**config.mk**
```make
export PLATFORM = sky130hd
export DESIGN_NAME = pc_sequencer
export DESIGN_NICKNAME = d
export VERILOG_FILES = /design/src/rtl/pc_seq_pkg.sv /design/src/rtl/pc_target_calc.sv /design/src/rtl/pc_sequencer.sv
export SDC_FILE = /design/constraint.sdc
export NUM_CORES = 1
export LEC_CHECK = 0
export BUFFER_PORTS_ARGS = -buffer_cell sky130_fd_sc_hd__buf_4
export CAP_MARGIN = 40
export CORE_AREA = 2 2 96 98
export CTS_CLUSTER_DIAMETER = 150
export DETAILED_ROUTE_END_ITERATION = 8
export DIE_AREA = 0 0 98 100
export HOLD_SLACK_MARGIN = 0.12
export PLACE_DENSITY = 0.79
export SETUP_SLACK_MARGIN = 0.1
export SYNTH_ARGS = -nofsm -noshare
export SYNTH_HDL_FRONTEND = slang
export SYNTH_SLANG_ARGS = --single-unit
export TNS_END_PERCENT = 1
```
**constraint.sdc**
```tcl
create_clock -name clk -period 4 [get_ports clk]
set_input_delay 0.8 -clock clk [delete_from_list [all_inputs] [get_ports clk]]
set_output_delay 0.8 -clock clk [all_outputs]
set_load 0.02 [all_outputs]
```
**src/rtl/pc_seq_pkg.sv**
```systemverilog
// pc_seq_pkg: shared types and widths for the next-PC sequencer.
// Holds the FSM state encoding, the next-PC source select encoding,
// the datapath widths and a small word-alignment helper.
package pc_seq_pkg;

  localparam int PC_W   = 32;
  localparam int IMM_W  = 16;
  localparam int JIDX_W = 26;

  typedef enum logic [1:0] {
    BOOT = 2'd0,
    RUN  = 2'd1,
    HALT = 2'd2
  } pc_state_t;

  typedef enum logic [2:0] {
    SEL_HOLD = 3'd0,
    SEL_SEQ  = 3'd1,
    SEL_BR   = 3'd2,
    SEL_J    = 3'd3,
    SEL_JR   = 3'd4,
    SEL_EXC  = 3'd5
  } pc_sel_t;

  // Clear the two byte-offset bits so the result is a word address.
  function automatic logic [PC_W-1:0] word_align(input logic [PC_W-1:0] addr);
    return addr & ~32'h0000_0003;
  endfunction

endpackage

```
**src/rtl/pc_target_calc.sv**
```systemverilog
// pc_target_calc: purely combinational target generation.
// From the current pc and the raw instruction fields it produces the
// sequential address, the PC-relative branch target and the J-type
// region jump target. All arithmetic wraps modulo 2^32.
module pc_target_calc
  import pc_seq_pkg::*;
(
  input  logic [PC_W-1:0]   pc,
  input  logic [IMM_W-1:0]  branch_imm,
  input  logic [JIDX_W-1:0] jump_index,
  output logic [PC_W-1:0]   pc_plus4,
  output logic [PC_W-1:0]   br_target,
  output logic [PC_W-1:0]   j_target
);

  logic signed [PC_W-1:0] br_offset;

  // Sequential, branch and jump targets; the branch offset is the
  // sign-extended immediate scaled to a byte offset.
  always_comb begin
    pc_plus4  = pc + 32'd4;
    br_offset = {{(PC_W-IMM_W-2){branch_imm[IMM_W-1]}}, branch_imm, 2'b00};
    br_target = pc_plus4 + br_offset;
    j_target  = {pc_plus4[PC_W-1:PC_W-4], jump_index, 2'b00};
  end

endmodule

```
**src/rtl/pc_sequencer.sv**
```systemverilog
// pc_sequencer: next-PC controller for the single-cycle MIPS core.
// Owns the program counter and a BOOT/RUN/HALT FSM. In RUN the next
// fetch address is chosen with priority
//   exc_req > stall > halt_req > jump_reg > jump > branch_taken > pc+4.
// Optional feature macro: PC_SEQ_EXC_EN adds the exc_req input, the
// exc_pc output, and traps misaligned register-jump targets. Without it
// misaligned register-jump targets are silently word aligned.
module pc_sequencer
  import pc_seq_pkg::*;
#(
  parameter logic [31:0] RESET_VECTOR = 32'h0000_0000,
  parameter int          BOOT_CYCLES  = 2,
  parameter logic [31:0] EXC_VECTOR   = 32'h0000_0080
) (
  input  logic        clk,
  input  logic        reset,
  input  logic        stall,
  input  logic        branch_taken,
  input  logic [15:0] branch_imm,
  input  logic        jump,
  input  logic [25:0] jump_index,
  input  logic        jump_reg,
  input  logic [31:0] rs_value,
  input  logic        halt_req,
`ifdef PC_SEQ_EXC_EN
  input  logic        exc_req,
  output logic [31:0] exc_pc,
`endif
  output logic [31:0] pc,
  output logic [31:0] pc_plus4,
  output logic        fetch_valid,
  output logic        halted
);

  localparam logic [3:0] BOOT_LOAD = 4'(BOOT_CYCLES - 1);

  pc_state_t       state, state_next;
  pc_sel_t         sel;
  logic [3:0]      boot_cnt;
  logic            boot_done;
  logic            exc_take;
  logic [PC_W-1:0] br_target;
  logic [PC_W-1:0] j_target;
  logic [PC_W-1:0] jr_target;
  logic [PC_W-1:0] pc_next;

  pc_target_calc u_target (
    .pc         (pc),
    .branch_imm (branch_imm),
    .jump_index (jump_index),
    .pc_plus4   (pc_plus4),
    .br_target  (br_target),
    .j_target   (j_target)
  );

  assign jr_target = word_align(rs_value);

  // BOOT ends on the edge where the down-counter reaches zero, so the
  // first RUN cycle is the BOOT_CYCLES-th cycle after reset deasserts.
  assign boot_done = (boot_cnt <= 4'd1);

  // Exception request: external request, or a misaligned register jump.
  // Both only count in RUN; BOOT and HALT ignore them.
`ifdef PC_SEQ_EXC_EN
  assign exc_take = (state == RUN) &
                    (exc_req | (~stall & ~halt_req & jump_reg & (|rs_value[1:0])));
`else
  assign exc_take = 1'b0;
`endif

  // State register and boot hold counter.
  always_ff @(posedge clk) begin
    if (reset) begin
      state    <= BOOT;
      boot_cnt <= BOOT_LOAD;
    end else begin
      state <= state_next;
      if (state == BOOT && boot_cnt != 4'd0) boot_cnt <= boot_cnt - 4'd1;
    end
  end

  // Next-state and next-PC source selection.
  always_comb begin
    state_next = state;
    sel        = SEL_HOLD;
    unique case (state)
      BOOT: begin
        if (boot_done) state_next = RUN;
      end
      RUN: begin
        if (exc_take)          sel = SEL_EXC;
        else if (stall)        sel = SEL_HOLD;
        else if (halt_req) begin
          sel        = SEL_HOLD;
          state_next = HALT;
        end
        else if (jump_reg)     sel = SEL_JR;
        else if (jump)         sel = SEL_J;
        else if (branch_taken) sel = SEL_BR;
        else                   sel = SEL_SEQ;
      end
      HALT: begin
        sel = SEL_HOLD;
      end
      default: begin
        state_next = BOOT;
      end
    endcase
  end

  // Next-PC multiplexer.
  always_comb begin
    pc_next = pc;
    unique case (sel)
      SEL_SEQ:  pc_next = pc_plus4;
      SEL_BR:   pc_next = br_target;
      SEL_J:    pc_next = j_target;
      SEL_JR:   pc_next = jr_target;
      SEL_EXC:  pc_next = EXC_VECTOR;
      default:  pc_next = pc;
    endcase
  end

  // Program counter register.
  always_ff @(posedge clk) begin
    if (reset) pc <= RESET_VECTOR;
    else       pc <= pc_next;
  end

`ifdef PC_SEQ_EXC_EN
  // Faulting-instruction PC capture.
  always_ff @(posedge clk) begin
    if (reset)                exc_pc <= 32'h0000_0000;
    else if (sel == SEL_EXC)  exc_pc <= pc;
  end
`endif

  assign fetch_valid = (state == RUN) & ~stall;
  assign halted      = (state == HALT);

endmodule
```
* After elaboration in Yosys (flattened, before gate mapping)
Index checks and enable logic that the tools add are counted.
** Storage, ports and cells
- Register bits after elaboration :: 38
- Bits in latches :: 0
- Memory bits (writable) :: 0
- Bits in read-only memories :: 0
- Input bits :: 81
- Output and inout port bits :: 66
- Memories :: 0
** Cells by class
- $add $sub $neg :: 3
- $mul :: 0
- Divide/modulo/power cells :: 0
- Order comparisons :: 1
- Eq/ne operators :: 10
- Shift-type cells :: 0
- Multiplexer cells :: 11
- Bitwise gates (word level) :: 3
- Reductions and logical operators :: 5
** Operator list (number)
- 32-bit case mux with 5 select lines :: 1
- 32-bit by 3-bit adder with 32-bit output, second input constant :: 1
- 32-bit adder :: 1
- 3-bit 2-to-1 mux :: 4
- 2-bit 2-to-1 mux :: 5
- 3-bit by 2-bit equality test with 1-bit output, second input constant :: 2
- 3-bit equality test, second input constant :: 2
- 2-bit inequality test, second input constant :: 3
- 2-bit case mux with 3 select lines :: 1
- 5-bit nonzero test :: 1
- 4-bit by 1-bit less-or-equal comparator with 1-bit output, second input constant :: 1
- 4-bit AND reduction :: 1
- 4-bit nonzero test :: 1
- 4-bit by 1-bit subtractor with 4-bit output, second input constant :: 1
- 3-bit by 1-bit equality test with 1-bit output, second input constant :: 1
- 2-bit by 1-bit equality test with 1-bit output, second input constant :: 1
- 2-bit equality test, second input constant :: 1
- 2-bit logical NOT :: 1
- 1-bit inverter :: 2
- 1-bit AND :: 1
- 1-bit logical AND :: 1

* Logic depth before layout (Yosys ltp)
Gate-level depths: netlist (run 1).
- Depth after elaboration :: 8
- Mapped depth :: 16
- Gate-level depth less buffers :: 15

* Modules after synthesis
Synthesis (run 1) repeated with hierarchy kept, for this count alone.
** Unflattened totals
- Cells, all modules :: 633
- Area, all modules :: 4914.7 um2
** Modules (own cells, without submodules)
- pc_sequencer :: instances 1, cells an instance 290, area an instance 2467.4 um2
- pc_target_calc :: instances 1, cells an instance 343, area an instance 2447.3 um2

* Least setup slack after synthesis (run 1)
Ideal clock, no wire load.
- Path kind :: register to register
- From :: register pc[7]
- To :: register pc[25]
- Arrival time :: 3.810 ns
- Required time :: 3.904 ns
- Slack :: 0.095 ns
- Cell stages (with the launch flop) :: 17
- Cell sequence :: dfxtp_1 -> buf_2 -> and4_1 -> nand3_1 -> nor3_1 -> nand2_1 -> xnor2_1 -> ha_1 -> clkbuf_1 -> a21o_1 -> a211oi_1 -> o31ai_1 -> a211oi_1 -> a21o_1 -> mux2i_1 -> nor2_1 -> o41ai_2
** Between the ends
- Word-level cells in the longest chain between the ends :: 3
** RTL lines
- start, declared :: RTL line pc_sequencer.sv:29 : output logic [31:0] pc,
- start signal, assigned :: RTL line pc_sequencer.sv:127 : else pc <= pc_next;
- 32-bit by 3-bit adder with 32-bit output :: RTL line pc_target_calc.sv:21 : pc_plus4 = pc + 32'd4;
- net pc_plus4[16] :: RTL line pc_sequencer.sv:30 : output logic [31:0] pc_plus4,
- 32-bit adder :: RTL line pc_target_calc.sv:23 : br_target = pc_plus4 + br_offset;
- 32-bit case mux with 5 select lines :: RTL line pc_sequencer.sv:114 : unique case (sel)
The timed path passes the listed nets, and every way through them passes these cells.
A chain may end at the register's enable or synchronous reset.

* Worst setup path in the final report (run 1)
- From :: register pc[3]
- To :: register pc[31]
** Between the ends
- Word-level cells in the longest chain between the ends :: 3
** RTL lines (RTL line)
- 32-bit by 3-bit adder with 32-bit output * :: pc_target_calc.sv:21
- 32-bit adder :: pc_target_calc.sv:23
- 32-bit case mux with 5 select lines * :: pc_sequencer.sv:114
Mark *: on every way between the ends. The rest lies on a longest branch, timed or not.

==> results of run 1 <==
-- stage by stage --
step	setup slack (ns)	utilization [%]
2_1_floorplan	0.177	-
3_3_place_gp	0.332	64.8
3_5_place_dp	0.203	64.8
4_1_cts	0.181	66.1
5_1_grt	0.0433	66.6
6_report	0.280	66.6
-- metal layers --
layer,track usage (%),part of all wire [%],vias up
li1,-,-,2577
met1,39.6,40,2564
met2,52.7,47,320
met3,4.46,10,43
met4,10.6,2.5,0
met5,0,0,-
-- power by group through the flow --
stage | Sequential, mW | Clock [mW] | Combinational, mW
final | 0.501 | 0.353 | 1.06
after CTS | 0.497 | 0.354 | 1.04
after detailed placement | 0.504 | 0 | 1.04
after global routing | 0.509 | 0.365 | 1.14
after floorplan | 0.535 | 0 | 0.634
after global placement | 0.501 | 0 | 1.01
-- synth_stat cells, types with 7 or more instances --
library cell / instances / area share, %
a21oi_1: 69 / 7.8
xor2_1: 15 / 3.0
o21ai_0: 26 / 3.0
a221oi_1: 18 / 3.6
clkbuf_1: 21 / 1.8
nand2_1: 56 / 4.8
a31oi_1: 13 / 1.8
buf_2: 8 / 0.91
o221ai_1: 7 / 1.4
a211oi_1: 12 / 2.0
xnor2_1: 30 / 6.0
nand3_1: 26 / 3.0
dfxtp_1: 36 / 16
nor2_1: 44 / 3.7
nand4_1: 13 / 1.8
a21o_1: 16 / 2.7
nor3_1: 23 / 2.6
o21ai_1: 7 / 0.79
inv_1: 17 / 1.4
ha_1: 35 / 9.9
-- final timing paths --
check        startpoint       end  depth (start not counted)
min reg2reg    state[1]  state[0]                          1
max               pc[3]    pc[31]                         16
min            state[1]  state[0]                          1
max reg2reg       pc[3]    pc[31]                         16
-- cell type report --
cell class | count | area share [%]
Clock inverter | 3 | 0.782
Tap cell | 111 | 2.35
Multi-Input combinational cell | 517 | 59.6
Timing Repair Buffer | 180 | 22.8
Sequential cell | 36 | 12.2
Clock buffer | 5 | 1.16
Inverter | 17 | 1.08
-- flip-flops by register name, indices dropped and copies added (netlist names) --
name / cells
pc: 30
boot_cnt: 4
state: 2
-- cell families (layout without fill, tap and decap cells) --
kind of cell / Yosys count / in the layout / synth area share (%)
AO/OA/AOI/OAI: 217 / 217 / 32.7
AND/OR/NAND/NOR: 208 / 208 / 24.5
buffers and inverters: 51 / 205 / 4.91
multiplexers: 5 / 5 / 1.14
other: 1 / 4 / 0.0851
flip-flops: 36 / 36 / 16.3
adder cells (fa/ha/maj): 36 / 36 / 10.4
XOR/XNOR: 47 / 47 / 9.93
==> impl_metrics.ini, run 1 <==
[critical_path]
required_ns = 4.26
rrSetupSlack_ns = 0.28
cp_top_family = simple AND/OR/NAND/NOR gates
cp_cell_sequence = ha_1 > and4_2 > nand4_1 > nor4_4 > buf_4 > nand4_1 > xnor2_1 > ha_2 > o21ai_0 > o21bai_1 > a21o_1 > a21oi_1 > o31a_1 > or2_1 > a21oi_1 > o21a_1
cp_data_arrival_time_ns = 3.98
critPathCaptureType = flip-flop
critPathBufInv = 1
cpMaxStageDelayCell = dfxtp_1
slowest_delay_ns = 0.42
criticalPathCategory = reg2reg
cp_max_fo = 9
cp-start-kind = flip-flop

[logic_synthesis]
ys_seq_area_share_pct = 16.3
async_flop_share_pct = 0
synth_edf_count = 0
synth_warnings = 0
syn_area_sq_um = 4410
synth_area_per_cell_sq_um = 7.33
ys_types = 67
synth_ff_type = dfxtp_1
synth_cells = 601
synth-seq-cells = 36

[final_layout]
layout_common_cells = 180 x buf_4, 69 x a21oi_1, 56 x nand2_1
antenna_cells = 0
drive_gt1_share_pct = 28.0
register_area_sq_um = 723
layout_commonest_cell = buf_4
fin_area_sq_um = 5920
nets = 874
fillCellCount = 762
syn_to_final_growth_pct = 34.3
final_cells = 869
multi_input_area_sq_um = 3530

[sta]
worst_pin_slew_ns = 0.656
fin_hold_ws_ns = 0.516
layout_worst_path_cycle_share_pct = 93.0
slew_violations = 0
relSlewSlack_pct = 56.3
finalHoldViolations = 0
rsz0062_at_grt = yes
period_needed_ns = 3.72
finalSetupTns_ns = 0
fmax_ghz = 0.269
finalSetupViolations = 0
final.setup_skew_ns = 0.0136

[floorplanning]
start_util_pct = 49.6
io_pins = 147
core_sq_um = 8890
die_y_microns = 100
die_area_sq_um = 9800
die_w_microns = 98
num_rows = 35

[power]
powerDensity_nw_per_um2 = 323
seq_power_share_pct = 26.2
switchingPower_mw = 0.840
p_total_mw = 1.91
ir_worst_vdd_v = 0.000185
static-leakage-power_nw = 2.78
p_comb_share_pct = 55.4
intPower_mw = 1.07
clockPowerShare_pct = 18.5
p_sw_share_pct = 43.9

[detailed_routing]
detail_route.wl_per_cell_microns = 18.2
drtPass1Iterations = 5
drtIter0Drc = 324
drtAntennaViolNets = 0
wirelength_mm = 15.8
post_drt_via_cell_ratio = 6.33
drc = 0
vias = 5504

[place]
place_congestion = 0.984
io_buffers = 140
dp_cells = 861
dpl-instance-area_sq_um = 5760
place.detailed.hpwl_mm = 12.4

[clock_tree]
htreeDepth = 2
post_cts_buffers = 0
clock_path_buffers = 2
clock-root-buffer = clkbuf_8
cts_buffers = 5
cts_tree = done
clock_sinks = 36
clk_pin_slew_worst_paths_ns = 0.09
hold_buffers = 0
insertion_delay_ns = 0.31
post_cts_resized = 0

[run_status]
outcome = finished, final reports clean

[grt]
grt_pass1_wl_mm = 25.0
grt-ovfl-total = 0
antenna_found_initial = 0
grt_max_degree = 31
grt_pass1_vias = 5269
grt_use_total_pct = 30.7

[worst_hold_path]
hp-class = reg2reg

[flow_run]
maxCapViolCount = 0
No activity file was read; power rests on OpenSTA's default activity.
==> inputs of run 2 (changes only) <==
- ABC_AREA: unset -> 1
- CORE_AREA: 2 2 96 98 -> 2 2 100 102
- DIE_AREA: 0 0 98 100 -> 0 0 102 104
- PLACE_DENSITY: 0.79 -> 0.81
- clock period: 4 -> 3.5 ns (I/O delays scaled with it)
==> run 2 against run 1 <==
Non-clock buffer count is 25 lower. Register-to-register slack better by 0.07 ns. Die area is 8.2% higher. Combinational power is 13% higher. Clock skew is 0.0065 ns lower. Largest power group unchanged. Synthesized cell count is 46% higher. Sequential power is 12% higher. Final area is 10% higher. Wire length is 7.7% higher.
==> impl_metrics.ini, run 2 <==
[clock_tree]
clock_path_buffers = 2
clock_sinks = 36
htreeDepth = 2
clk_pin_slew_worst_paths_ns = 0.07
hold_buffers = 0
cts_tree = done
insertion_delay_ns = 0.30
clock-root-buffer = clkbuf_8
cts_buffers = 5

[floorplanning]
die_w_microns = 102
io_pins = 147
die_area_sq_um = 10600
start_util_pct = 53.0
die_y_microns = 104
core_sq_um = 9550
num_rows = 36

[critical_path]
criticalPathCategory = reg2reg
cp_data_arrival_time_ns = 3.38
cp-start-kind = flip-flop
cp_max_fo = 5
critPathCaptureType = flip-flop
required_ns = 3.73

[detailed_routing]
vias = 6224
drtIter0Drc = 432
post_drt_via_cell_ratio = 5.40
drtPass1Iterations = 6
wirelength_mm = 17.0
detail_route.wl_per_cell_microns = 14.8
drc = 0
drtAntennaViolNets = 0

[power]
intPower_mw = 1.09
ir_worst_vdd_v = 0.000288
p_comb_share_pct = 58.5
p_sw_share_pct = 47.1
clockPowerShare_pct = 14.2
static-leakage-power_nw = 3.39
switchingPower_mw = 0.966
seq_power_share_pct = 27.3
powerDensity_nw_per_um2 = 315

[sta]
layout_worst_path_cycle_share_pct = 90.1
slew_violations = 0
worst_pin_slew_ns = 0.699
relSlewSlack_pct = 53.3
fmax_ghz = 0.317
final.setup_skew_ns = 0.00706
finalSetupViolations = 0
period_needed_ns = 3.15
finalHoldViolations = 0
rsz0062_at_grt = yes
finalSetupTns_ns = 0

[run_status]
outcome = finished, final reports clean

[final_layout]
regMostFlops = pc
layout_common_cells = 265 x nand2_1, 154 x buf_4, 125 x inv_1
register_area_sq_um = 727
fillCellCount = 923
final_util_pct = 68.2
syn_to_final_growth_pct = 28.6
layout_commonest_cell = nand2_1
multi_input_area_sq_um = 3870
antenna_cells = 0
drive_gt1_share_pct = 23.7
nets = 1136
largest_reg_flops = 30
reg_top3 = pc (30), boot_cnt (4), state (2)

[grt]
grt_use_total_pct = 31.8
grt_pass1_wl_mm = 26.9
antenna_found_initial = 0
grt-ovfl-total = 0
grt_max_degree = 46
grt_pass1_vias = 5528

[logic_synthesis]
synthTopCellsByCount = 266 x nand2_1, 126 x inv_1, 70 x nor2_1
synth_warnings = 0
synth-seq-cells = 36
synth_top_cell_area_share_pct = 19.7
synth_most_common_cell = nand2_1
synth_largest_area_cell = nand2_1
async_flop_share_pct = 0
netlist_top_cells_area = nand2_1 20%, dfxtp_1 14%, inv_1 9.3%, ha_1 8.6%, a21oi_1 6.5%
synth_ff_type = dfxtp_1
synth_area_per_cell_sq_um = 5.78
ys_types = 46
synth_edf_count = 0
syn_area_sq_um = 5060
synth_cells = 876
ys_seq_area_share_pct = 14.2

[place]
place_congestion = 0.963
io_buffers = 140
place.detailed.hpwl_mm = 13.8

[flow_run]
maxCapViolCount = 0

[worst_hold_path]
hp-class = reg2reg
==> run 2: layer usage <==
layer	GRT usage (%)	up-vias	share of wire (%)
met4	6.67	0	2.2
met2	52.1	255	46
met5	0	-	0
li1	-	3139	-
met1	44.3	2801	43
met3	4.30	29	8.1
==> run 2: worst paths after layout <==
path / start / endpoint / slack, ns / depth (start not counted)
worst min-delay path: boot_cnt[2] / boot_cnt[2] / 0.51 / 1
worst max register to register: pc[17] / pc[28] / 0.35 / 17
worst max-delay path: pc[17] / pc[28] / 0.35 / 17
worst min register to register: boot_cnt[2] / boot_cnt[2] / 0.51 / 1
==> run 2: area by class of cell <==
type | instances | area share (%)
clock buffer | 6 | 1.11
clock inverter | 1 | 0.0769
inverter | 134 | 7.72
multi-input combinational | 687 | 59.4
sequential | 36 | 11.2
tap | 133 | 2.56
timing repair buffer | 155 | 18.0
==> run 2: logic make-up after synthesis <==
kind of cell    synth area share, %
buf+inv                        12.5
xor+xnor                       5.31
flops                          14.2
compound gates                 18.4
simple gates                   40.4
fa+ha+maj                      9.04
other cells                  0.0741
==> run 2: metrics by stage <==
step / worst slack, ns / instances / hold WS (ns) / area [sq um] / total power [mW]
final: 0.347 / 1152 / 0.508 / 6510 / 2.05
after CTS: 0.214 / 1152 / 0.505 / 6360 / 2.01
after global placement: 0.318 / 1144 / 0.466 / 6270 / 1.70
after global routing: 0.0680 / 1152 / 0.532 / 6510 / 2.21
after detailed placement: 0.245 / 1145 / 0.491 / 6280 / 1.72
after floorplan: 0.378 / 879 / 0.434 / 5070 / 1.31
==> run 2: power by group through the flow <==
stage                     clock network [mW]  registers (mW)  logic [mW]
after floorplan                            0           0.597       0.712
after global placement                     0           0.562        1.14
after detailed placement                   0           0.563        1.16
after CTS                              0.292           0.555        1.16
after global routing                   0.310           0.572        1.33
final                                  0.292           0.561        1.20
==> run 2: worst max-delay path: stages, from the launching register on <==
cell and delay (ns):
dfxtp_1 0.45, nand2_1 0.18, nor2_2 0.18, nand2_1 0.12
nor2_2 0.17, xor2_1 0.39, ha_1 0.34, a21oi_1 0.24
o21ai_0 0.17, nand2_1 0.10, nand2_1 0.05, a21oi_1 0.18
nand2_1 0.08, nand2_1 0.06, nand3_1 0.11, nand2_1 0.10
nand2_1 0.05, a21oi_1 0.11
==> run 2: what timing repair did <==
item | CTS | global route
endpoints found under the hold margin | 0 | 0
endpoints found under the setup margin | 0 | 12
buffers inserted | 0 | 0
gates resized for setup | 0 | 31
==> inputs of run 3 (changes only) <==
- CORE_AREA: 2 2 100 102 -> 2 2 104 106
- DIE_AREA: 0 0 102 104 -> 0 0 106 108
- PLACE_DENSITY: 0.81 -> 0.8
- SYNTH_HIERARCHICAL: unset -> 1
==> run 3 against run 2 <==
Combinational power up 5%. Maximum frequency down 3.9%. Via count up 2.7%. Clock power up 12%. Synthesized cell count up 9.1%. Highest routed layer unchanged. Non-clock buffer count up 4.
==> impl_metrics.ini, run 3 <==
[power]
seq_power_share_pct = 27.1
intPower_mw = 1.14
switchingPower_mw = 1.05
powerDensity_nw_per_um2 = 330
static-leakage-power_nw = 3.60
ir_worst_vdd_v = 0.000192
p_total_mw = 2.18
p_sw_share_pct = 47.9
clockPowerShare_pct = 15.0
p_comb_share_pct = 57.9

[critical_path]
rrSetupSlack_ns = 0.22
cpMaxStageDelayCell = dfxtp_2
cp_common_cell = a21oi_1
cp-start-kind = flip-flop
critPathLaunch = pc[2]
cp_data_arrival_time_ns = 3.50
cp_max_fo = 5
reg2reg_from = pc[2]
required_ns = 3.72
cp_cell_sequence = ha_1 > inv_1 > nor2_2 > nor3b_4 > buf_4 > xor2_2 > ha_1 > a21oi_1 > nand2_1 > a21oi_1 > xnor2_1 > nand3_1 > nand2_1 > o21ai_1 > a21oi_1
rr_worst_depth = 15
slowest_delay_ns = 0.38
criticalPathCategory = reg2reg
timing.rr.end = pc[11]
critPathCaptureType = flip-flop

[sta]
worst_pin_slew_ns = 0.806
fin_hold_ws_ns = 0.511
finalSetupTns_ns = 0
fin_ws_ns = 0.218
period_needed_ns = 3.28
fmax_ghz = 0.305
rsz0062_at_grt = yes
finalSetupViolations = 0
finalHoldViolations = 0
relSlewSlack_pct = 46.1
slew_violations = 0
layout_worst_path_cycle_share_pct = 93.8
final.setup_skew_ns = 0.00851

[floorplanning]
start_util_pct = 53.9
die_area_sq_um = 11400
core_sq_um = 10200
num_rows = 37
die_w_microns = 106
die_y_microns = 108
io_pins = 147

[place]
dp_slack_ns = 0.178
dp_cells = 1195
place.detailed.hpwl_mm = 14.8
io_buffers = 144
place_congestion = 1.01
dpl-instance-area_sq_um = 6460

[detailed_routing]
post_drt_via_cell_ratio = 5.31
detail_route.wl_per_cell_microns = 15.5
vias = 6389
drc = 0
drtPass1Iterations = 5
drtAntennaViolNets = 0
drtIter0Drc = 490
wirelength_mm = 18.6

[final_layout]
syn_to_final_growth_pct = 19.9
layout_common_cells = 292 x nand2_1, 159 x buf_4, 124 x nor2_1
final_cells = 1204
largest_reg_flops = 32
layout_commonest_cell = nand2_1
regMostFlops = pc
reg_top3 = pc (32), boot_cnt (4), state (2)
fin_area_sq_um = 6610
fillCellCount = 1037
drive_gt1_share_pct = 20.3
nets = 1185
antenna_cells = 0
final_util_pct = 64.6

[logic_synthesis]
ys_types = 42
synth_top_cell_area_share_pct = 19.9
syn_area_sq_um = 5510
synth-seq-cells = 38
synth_ff_type = dfxtp_1
netlist_top_cells_area = nand2_1 20%, dfxtp_1 14%, nor2_1 8.7%, ha_1 8.2%, a21oi_1 6.9%
synthTopCellsByCount = 292 x nand2_1, 128 x nor2_1, 101 x inv_1
synth_largest_area_cell = nand2_1
synth_area_per_cell_sq_um = 5.77
ys_seq_area_share_pct = 13.8
async_flop_share_pct = 0
synth_warnings = 6
synth_edf_count = 0
synth_cells = 956
synth_most_common_cell = nand2_1

[grt]
grt_pass1_vias = 5884
antenna_found_initial = 0
grt_use_total_pct = 32.4
grt-ovfl-total = 0
grt_pass1_wl_mm = 29.2
grt_max_degree = 35

[clock_tree]
clk_pin_slew_worst_paths_ns = 0.08
insertion_delay_ns = 0.30
clock-root-buffer = clkbuf_8
htreeDepth = 2
clock_path_buffers = 2
clock_sinks = 38
cts_buffers = 5
cts_tree = done

[worst_hold_path]
worst_hold_path.num_cells = 2
hp-class = reg2reg
hp-start = boot_cnt[2]
hold_end = boot_cnt[2]

[run_status]
outcome = finished, final reports clean

[flow_run]
maxCapViolCount = 0
-- run 3: cell count changes after synthesis, moves of 6 or more --
cell / previous run / this run
buf_4: 7 / 40
a21oi_1: 66 / 76
o221ai_1: 8 / 0
nor2_1: 70 / 128
a221oi_1: 12 / 0
xor2_1: 19 / 33
nor3_1: 5 / 12
nand2_1: 266 / 292
inv_1: 126 / 101
o21ai_1: 9 / 24
or2_2: 7 / 1
o21ai_0: 44 / 22
-- run 3: worst max-delay path, delay by kind of cell (launching register included) --
kind	cells	cell delay, ns
AO/OA/AOI/OAI	4	0.80
XOR/XNOR	2	0.45
adder cells (fa/ha/maj)	2	0.51
buffers and inverters	2	0.23
flip-flops	1	0.38
AND/OR/NAND/NOR	5	0.84
-- run 3: area by class of cell --
type | count | area [sq um] | area share [%]
clock buffers | 7 | 86.3 | 1.31
clock inverters | 1 | 5.00 | 0.0757
multi-input cells | 756 | 3990 | 60.3
well taps | 136 | 170 | 2.57
repair buffers | 159 | 1190 | 18.1
flip-flops and latches | 38 | 762 | 11.5
inverters | 107 | 404 | 6.11
-- run 3: worst max path at each step --
stage / to / slack (ns) / depth (start not counted)
after floorplan: pc[25] / 0.30 / 19
after global placement: pc[25] / 0.24 / 21
after detailed placement: pc[25] / 0.18 / 21
after CTS: pc[25] / 0.16 / 21
after global routing: pc[22] / 0.03 / 17
final: pc[11] / 0.22 / 15
-- run 3: power groups by stage --
stage / combinational (mW) / clock [mW] / sequential, mW
after floorplan: 0.781 / 0 / 0.629
after global placement: 1.22 / 0 / 0.597
after detailed placement: 1.23 / 0 / 0.599
after CTS: 1.24 / 0.330 / 0.589
after global routing: 1.38 / 0.350 / 0.602
final: 1.26 / 0.328 / 0.592
-- run 3: what timing repair did --
| action | 4_1_cts | 5_1_grt |
|---|---|---|
| endpoints found under the setup margin | 0 | 13 |
| gates resized for setup | 0 | 10 |
| buffers inserted | 0 | 1 |
| hold buffers | 0 | 0 |
-- run 3: per-layer routing --
metal,up-vias,part of all wire (%),track usage [%]
li1,3235,-,-
met1,2793,42,41.1
met2,312,45,54.8
met3,49,8.9,4.88
met4,0,4.1,14.0
met5,-,0,0
-- run 3: cell families after synthesis --
family | count (synthesis) | synth area share [%]
simple gates | 542 | 43.5
fa+ha+maj | 37 | 8.54
flops | 38 | 13.8
buf+inv | 163 | 14.8
other cells | 1 | 0.0680
xor+xnor | 43 | 6.83
compound gates | 132 | 12.4
